--- config.mk ---
export PLATFORM = sky130hd
export DESIGN_NAME = plic_target_claim_ctrl
export DESIGN_NICKNAME = d
export VERILOG_FILES = /design/src/rtl/plic_pkg.sv /design/src/rtl/plic_priority_index.sv /design/src/rtl/plic_target_claim_ctrl.sv
export SDC_FILE = /design/constraint.sdc
export NUM_CORES = 1
export LEC_CHECK = 0
export ABC_AREA = 1
export CORE_AREA = 2 2 124 96
export CTS_CLUSTER_DIAMETER = 150
export DETAILED_ROUTE_END_ITERATION = 10
export DIE_AREA = 0 0 126 98
export SLEW_MARGIN = 10
export SYNTH_ARGS = -nofsm -noshare
export SYNTH_HDL_FRONTEND = slang
export SYNTH_SLANG_ARGS = --single-unit
--- constraint.sdc ---
create_clock -name clk_i -period 6.1 [get_ports clk_i]
set_clock_uncertainty 0.15 [all_clocks]
set_input_delay 1.22 -clock clk_i [delete_from_list [all_inputs] [get_ports clk_i]]
set_output_delay 1.22 -clock clk_i [all_outputs]
set_load 0.005 [all_outputs]
--- src/rtl/plic_pkg.sv ---
// rtl/plic_pkg.sv - shared PLIC state encoding and the "no interrupt" ID
//
// Purpose: state encoding for the per-target claim controller and the
//          reserved interrupt ID meaning "nothing claimable".
// Ports:   none (package).

package plic_pkg;

  typedef enum logic [0:0] {
    ST_RUN  = 1'b0,
    ST_HOLD = 1'b1
  } plic_state_e;

  // ID 0 is reserved: a claim read returning it means no interrupt.
  localparam int NO_IRQ_ID = 0;

endpackage

--- src/rtl/plic_priority_index.sv ---
// rtl/plic_priority_index.sv - recursive max-priority/index tree
//
// Purpose: returns the highest priority in prio_i[HI:LO] and the index that
//          carries it. On equal priority the lower slot wins.
// Ports:
//   prio_i  in   [HI:LO] x PRIORITY_BITS  per-slot priority
//   idx_i   in   [HI:LO] x ID_BITS        per-slot index value
//   prio_o  out  PRIORITY_BITS            winning priority
//   idx_o   out  ID_BITS                  index of the winner

module plic_priority_index #(
  parameter int HI            = 15,
  parameter int LO            = 0,
  parameter int PRIORITY_BITS = 3,
  parameter int ID_BITS       = 5
) (
  input  logic [HI:LO][PRIORITY_BITS-1:0] prio_i,
  input  logic [HI:LO][ID_BITS-1:0]       idx_i,
  output logic [PRIORITY_BITS-1:0]        prio_o,
  output logic [ID_BITS-1:0]              idx_o
);

  generate
    if (HI == LO) begin : g_leaf
      assign prio_o = prio_i[LO];
      assign idx_o  = idx_i[LO];
    end else begin : g_node
      localparam int MID = (HI + LO) / 2;

      logic [PRIORITY_BITS-1:0] lo_prio;
      logic [PRIORITY_BITS-1:0] hi_prio;
      logic [ID_BITS-1:0]       lo_idx;
      logic [ID_BITS-1:0]       hi_idx;

      plic_priority_index #(
        .HI            (MID),
        .LO            (LO),
        .PRIORITY_BITS (PRIORITY_BITS),
        .ID_BITS       (ID_BITS)
      ) u_lo (
        .prio_i (prio_i[MID:LO]),
        .idx_i  (idx_i[MID:LO]),
        .prio_o (lo_prio),
        .idx_o  (lo_idx)
      );

      plic_priority_index #(
        .HI            (HI),
        .LO            (MID + 1),
        .PRIORITY_BITS (PRIORITY_BITS),
        .ID_BITS       (ID_BITS)
      ) u_hi (
        .prio_i (prio_i[HI:MID+1]),
        .idx_i  (idx_i[HI:MID+1]),
        .prio_o (hi_prio),
        .idx_o  (hi_idx)
      );

      // Upper half only wins on strictly greater priority: ties go low.
      assign prio_o = (hi_prio > lo_prio) ? hi_prio : lo_prio;
      assign idx_o  = (hi_prio > lo_prio) ? hi_idx  : lo_idx;
    end
  endgenerate

endmodule

--- src/rtl/plic_target_claim_ctrl.sv ---
// rtl/plic_target_claim_ctrl.sv - per-target PLIC claim/complete controller
//
// Purpose: masks source priorities with pending/enable, registers the tree
//          winner, raises irq_o above threshold, serves claim/complete and
//          holds notification off for SETTLE cycles after each claim.
// Ports:
//   clk_i, rst_i     clock, synchronous active-high reset
//   src_pending_i    gateway pending bits (bit n = ID n+1)
//   src_enable_i     target enable bits
//   src_priority_i   per-source priority
//   threshold_i      target threshold
//   irq_o            interrupt line to hart
//   claim_i          claim-read strobe
//   claim_id_o       claimable ID (0 = none)
//   claim_o          one-hot claim pulse to gateways
//   complete_i       complete-write strobe
//   complete_id_i    ID being completed
//   complete_o       one-hot complete pulse to gateways

module plic_target_claim_ctrl
  import plic_pkg::*;
#(
  parameter int SOURCES       = 16,
  parameter int PRIORITIES    = 7,
  parameter int SETTLE        = 2,
  parameter int SOURCES_BITS  = $clog2(SOURCES + 1),
  parameter int PRIORITY_BITS = $clog2(PRIORITIES)
) (
  input  logic                                   clk_i,
  input  logic                                   rst_i,
  input  logic [SOURCES-1:0]                     src_pending_i,
  input  logic [SOURCES-1:0]                     src_enable_i,
  input  logic [SOURCES-1:0][PRIORITY_BITS-1:0]  src_priority_i,
  input  logic [PRIORITY_BITS-1:0]               threshold_i,
  output logic                                   irq_o,
  input  logic                                   claim_i,
  output logic [SOURCES_BITS-1:0]                claim_id_o,
  output logic [SOURCES-1:0]                     claim_o,
  input  logic                                   complete_i,
  input  logic [SOURCES_BITS-1:0]                complete_id_i,
  output logic [SOURCES-1:0]                     complete_o
);

  localparam int CNT_BITS = $clog2(SETTLE + 1);
  localparam logic [SOURCES_BITS-1:0] NO_ID  = SOURCES_BITS'(NO_IRQ_ID);
  localparam logic [SOURCES_BITS-1:0] MAX_ID = SOURCES_BITS'(SOURCES);

  logic [SOURCES-1:0][PRIORITY_BITS-1:0] masked_prio;
  logic [SOURCES-1:0][SOURCES_BITS-1:0]  src_idx;
  logic [PRIORITY_BITS-1:0]              tree_prio;
  logic [SOURCES_BITS-1:0]               tree_id;

  logic [PRIORITY_BITS-1:0] best_prio_q;
  logic [SOURCES_BITS-1:0]  best_id_q;
  plic_state_e              state_q;
  logic [CNT_BITS-1:0]      hold_cnt_q;

  function automatic logic [SOURCES-1:0] id_to_onehot(input logic [SOURCES_BITS-1:0] id);
    return SOURCES'(1) << (id - 1'b1);
  endfunction

  always_comb begin
    masked_prio = '0;
    for (int n = 0; n < SOURCES; n++) begin
      if (src_pending_i[n] && src_enable_i[n]) begin
        masked_prio[n] = src_priority_i[n];
      end
    end
  end

  for (genvar n = 0; n < SOURCES; n++) begin : g_idx
    assign src_idx[n] = SOURCES_BITS'(n + 1);
  end

  plic_priority_index #(
    .HI            (SOURCES - 1),
    .LO            (0),
    .PRIORITY_BITS (PRIORITY_BITS),
    .ID_BITS       (SOURCES_BITS)
  ) u_tree (
    .prio_i (masked_prio),
    .idx_i  (src_idx),
    .prio_o (tree_prio),
    .idx_o  (tree_id)
  );

  // Threshold compare is the only logic between flops and outputs, so a
  // threshold write takes effect on irq_o immediately.
  assign irq_o      = (state_q == ST_RUN) && (best_prio_q > threshold_i);
  assign claim_id_o = irq_o ? best_id_q : NO_ID;

  always_ff @(posedge clk_i) begin
    if (rst_i) begin
      best_prio_q <= '0;
      best_id_q   <= NO_ID;
      state_q     <= ST_RUN;
      hold_cnt_q  <= '0;
      claim_o     <= '0;
      complete_o  <= '0;
    end else begin
      best_prio_q <= tree_prio;
      // A zero-priority winner is indistinguishable from no source at all.
      best_id_q   <= (tree_prio == '0) ? NO_ID : tree_id;
      claim_o     <= '0;
      complete_o  <= '0;

      case (state_q)
        ST_RUN: begin
          if (claim_i && (claim_id_o != NO_ID)) begin
            state_q    <= ST_HOLD;
            hold_cnt_q <= CNT_BITS'(SETTLE);
            claim_o    <= id_to_onehot(claim_id_o);
          end
        end
        ST_HOLD: begin
          // Hold spans SETTLE cycles so the gateway's pending clear has
          // propagated through best_*_q before irq_o can reassert.
          hold_cnt_q <= hold_cnt_q - 1'b1;
          if (hold_cnt_q == CNT_BITS'(1)) begin
            state_q <= ST_RUN;
          end
        end
        default: begin
          state_q <= ST_RUN;
        end
      endcase

      if (complete_i && (complete_id_i != NO_ID) && (complete_id_i <= MAX_ID)) begin
        complete_o <= id_to_onehot(complete_id_i);
      end
    end
  end

endmodule

==> qor.txt <==
Number of fill cells = 1056
Internal power = 1.27 mW
Dominant cell type by area after synthesis = dfxtp_1
Vias post-DR = 4402
Pwr dens = 346 nW/um2
CP Data Arrival Time = 5.90 ns
Num rows = 34
GRT met2 Usage = 28.5%
Vias/cell = 4.64
Final Net Count = 945
CTS max path bufs = 2
CTS tree = built
FF+latch count, synth = 43
Post-synth top area share = 22.5%
Static leakage = 3.14 nW
Core region area = 11200 um2
Count leader, synth = nand2_1
Largest cells by area after synthesis = dfxtp_1 (22%), ha_1 (16%), nand2_1 (15%)
Mapped Area = 3830 um2
Clock share of power = 13.5%
Critical path class = in2reg
Diode count = 0
Top FF cell, synth = dfxtp_1
Critical Path Sink Type = flop
Initial detailed-routing violation count = 173
Hold Path Cell Cnt = 1
GP Congestion = 0.844
CTS Hold Bufs = 0
Initial antenna violation count = 0
Area grow syn2layout = 69.2%
Share of cells above drive strength 1 = 27.5%
Grt peak-use layer = met2
Die Wd = 126 um
Worst EP required = 6.17 ns
Met3 Track Usage GR = 2.14%
Rel. slew slack = 55.4%
Cells after Synth = 617
Final min period = 5.83 ns
Commonest cells in the synthesized netlist = nand2_1 (151), inv_1 (109), nor2_1 (86)
Die height = 98 um
Hold Crit Class = reg2reg
Post-Layout Inst Area = 6480 um2
Worst-Skew Late Latency = 0.28 ns
Top-Level Pins = 130
Largest net degree at the start of global routing = 15
Clock-pin slew on the worst setup and hold paths = 0.06 ns
Clk sink count = 43
Wire length of the first global-routing pass = 17600 um
PortBufs = 129
Total track usage = 16.6%
Synth Area per Inst = 6.21 um2
Switching share of power = 43.2%
Reg2Reg Depth = 10
Comb power frac = 72.1%
Antenna-violating nets left = 0
Yosys cell types = 30
Tightest Pin Transition = 0.670 ns
Tcrit/Tclk final = 95.5%
Max Cap Viol = 0
FF/Latch Area = 861 um2
H-tree Lvls = 2
Post-place instance area = 5550 um2
Setup crit start kind = input port
Fmax = 0.172 GHz
Syn Nets = 758
Post-synth EDFFs = 0
Total gr overflow = 0
Most numerous cell on the critical path = nor2_1
CP max stage delay = 0.47 ns
Final count of hold timing violations = 0
Highest-delay cell along the critical path = clkdlybuf4s50_1
Total power = 2.24 mW
CTS root buffer = clkbuf_16
DR pass1 iterations = 4
Sw power = 0.971 mW
Max-slew violation count = 0
Sequential share of power = 14.4%
# setup viols final = 0
Status = finished, final reports clean
Yosys warnings = 0
Area of the multi-input gates = 3150 um2
Post-Route WL = 11100 um
WL/cell = 11.7 um
Max VDD drop = 0.286 mV
CTS Buf Count = 5
Drt drc = 0
Critical-path maximum fanout = 4
Die footprint = 12300 um2
Seq/Total Area, Yosys = 22.5%
Vias in the first global route = 4123
Initial core utilization = 34.1%
Async SR Flop Fraction = 0%
Post-DP HPWL = 8740 um
GRT met1 Usage = 22.2%
cells by family (layout without fill, tap and decap cells):
group	Yosys count	in the layout	share of synthesized area, %
simple gates	374	374	44.5
flops	43	43	22.5
compound gates	40	40	6.11
buf+inv	111	299	10.9
fa+ha+maj	49	49	16.0
power groups by stage:
stage,Combinational [mW],Clock [mW],Sequential (mW)
after floorplan,0.788,0,0.326
after global placement,1.30,0,0.329
after detailed placement,1.33,0,0.330
after CTS,1.34,0.309,0.324
after global routing,1.81,0.320,0.326
final,1.62,0.303,0.323
flip-flops by register name, summed over array words and instances, names as in the netlist:
name and count:
complete_o 16, claim_o 16, best_prio_q 3, best_id_q 5, hold_cnt_q 2, state_q 1
per-stage QoR:
| step | instances | setup slack [ns] | utilization [%] | setup TNS, ns | hold slack, ns |
|---|---|---|---|---|---|
| after floorplan | 617 | 0.565 | - | 0 | 0.282 |
| after global placement | 923 | -0.00866 | 49.4 | -0.0328 | 0.302 |
| after detailed placement | 923 | -0.232 | 49.4 | -1.40 | 0.307 |
| after CTS | 931 | 0.0317 | 50.9 | 0 | 0.321 |
| after global routing | 949 | -0.139 | 57.7 | -0.799 | 0.340 |
| final | 949 | 0.274 | 57.7 | 0 | 0.322 |
layer usage:
layer / share of wire (%) / vias up
met1: 46 / 1953
met3: 4.3 / 12
met2: 48 / 93
li1: - / 2344
met5: 0 / -
met4: 1.3 / 0
worst paths after layout:
path	to	from	slack, ns
setup / recovery	best_prio_q[2]	src_pending_i[1]	0.27
hold / removal	hold_cnt_q[0]	hold_cnt_q[0]	0.32
setup reg to reg	claim_o[5]	best_prio_q[2]	4.12
hold reg to reg	hold_cnt_q[0]	hold_cnt_q[0]	0.32
placed cells by master (no fill, tap or decap), drive strengths merged, types with 14 or more instances in the layout:
| cell | n |
|---|---|
| nand2 | 158 |
| clkdlybuf4s50 | 121 |
| inv | 111 |
| nor2 | 102 |
| nand3 | 84 |
| buf | 51 |
| ha | 49 |
| dfxtp | 43 |
| o21ai | 18 |
| a21oi | 14 |
critical path, delay by kind of cell:
kind | cells | cell delay [ns]
fa+ha+maj | 4 | 0.97
simple gates | 25 | 2.44
compound gates | 1 | 0.11
buf+inv | 9 | 1.15
repair_timing:
| action | 4_1_cts | 5_1_grt |
|---|---|---|
| setup endpoints to repair | 0 | 8 |
| setup buffers | 0 | 18 |
| resized for setup | 0 | 162 |
final cells by class:
cell class | instances | share of cell area (%)
Multi-Input combinational cell | 463 | 48.6
Timing Repair Buffer | 180 | 26.2
Sequential cell | 43 | 13.3
Inverter | 111 | 6.47
Tap cell | 144 | 2.78
Clock buffer | 5 | 1.93
Clock inverter | 3 | 0.676
Power figures use the tool's default switching activity.
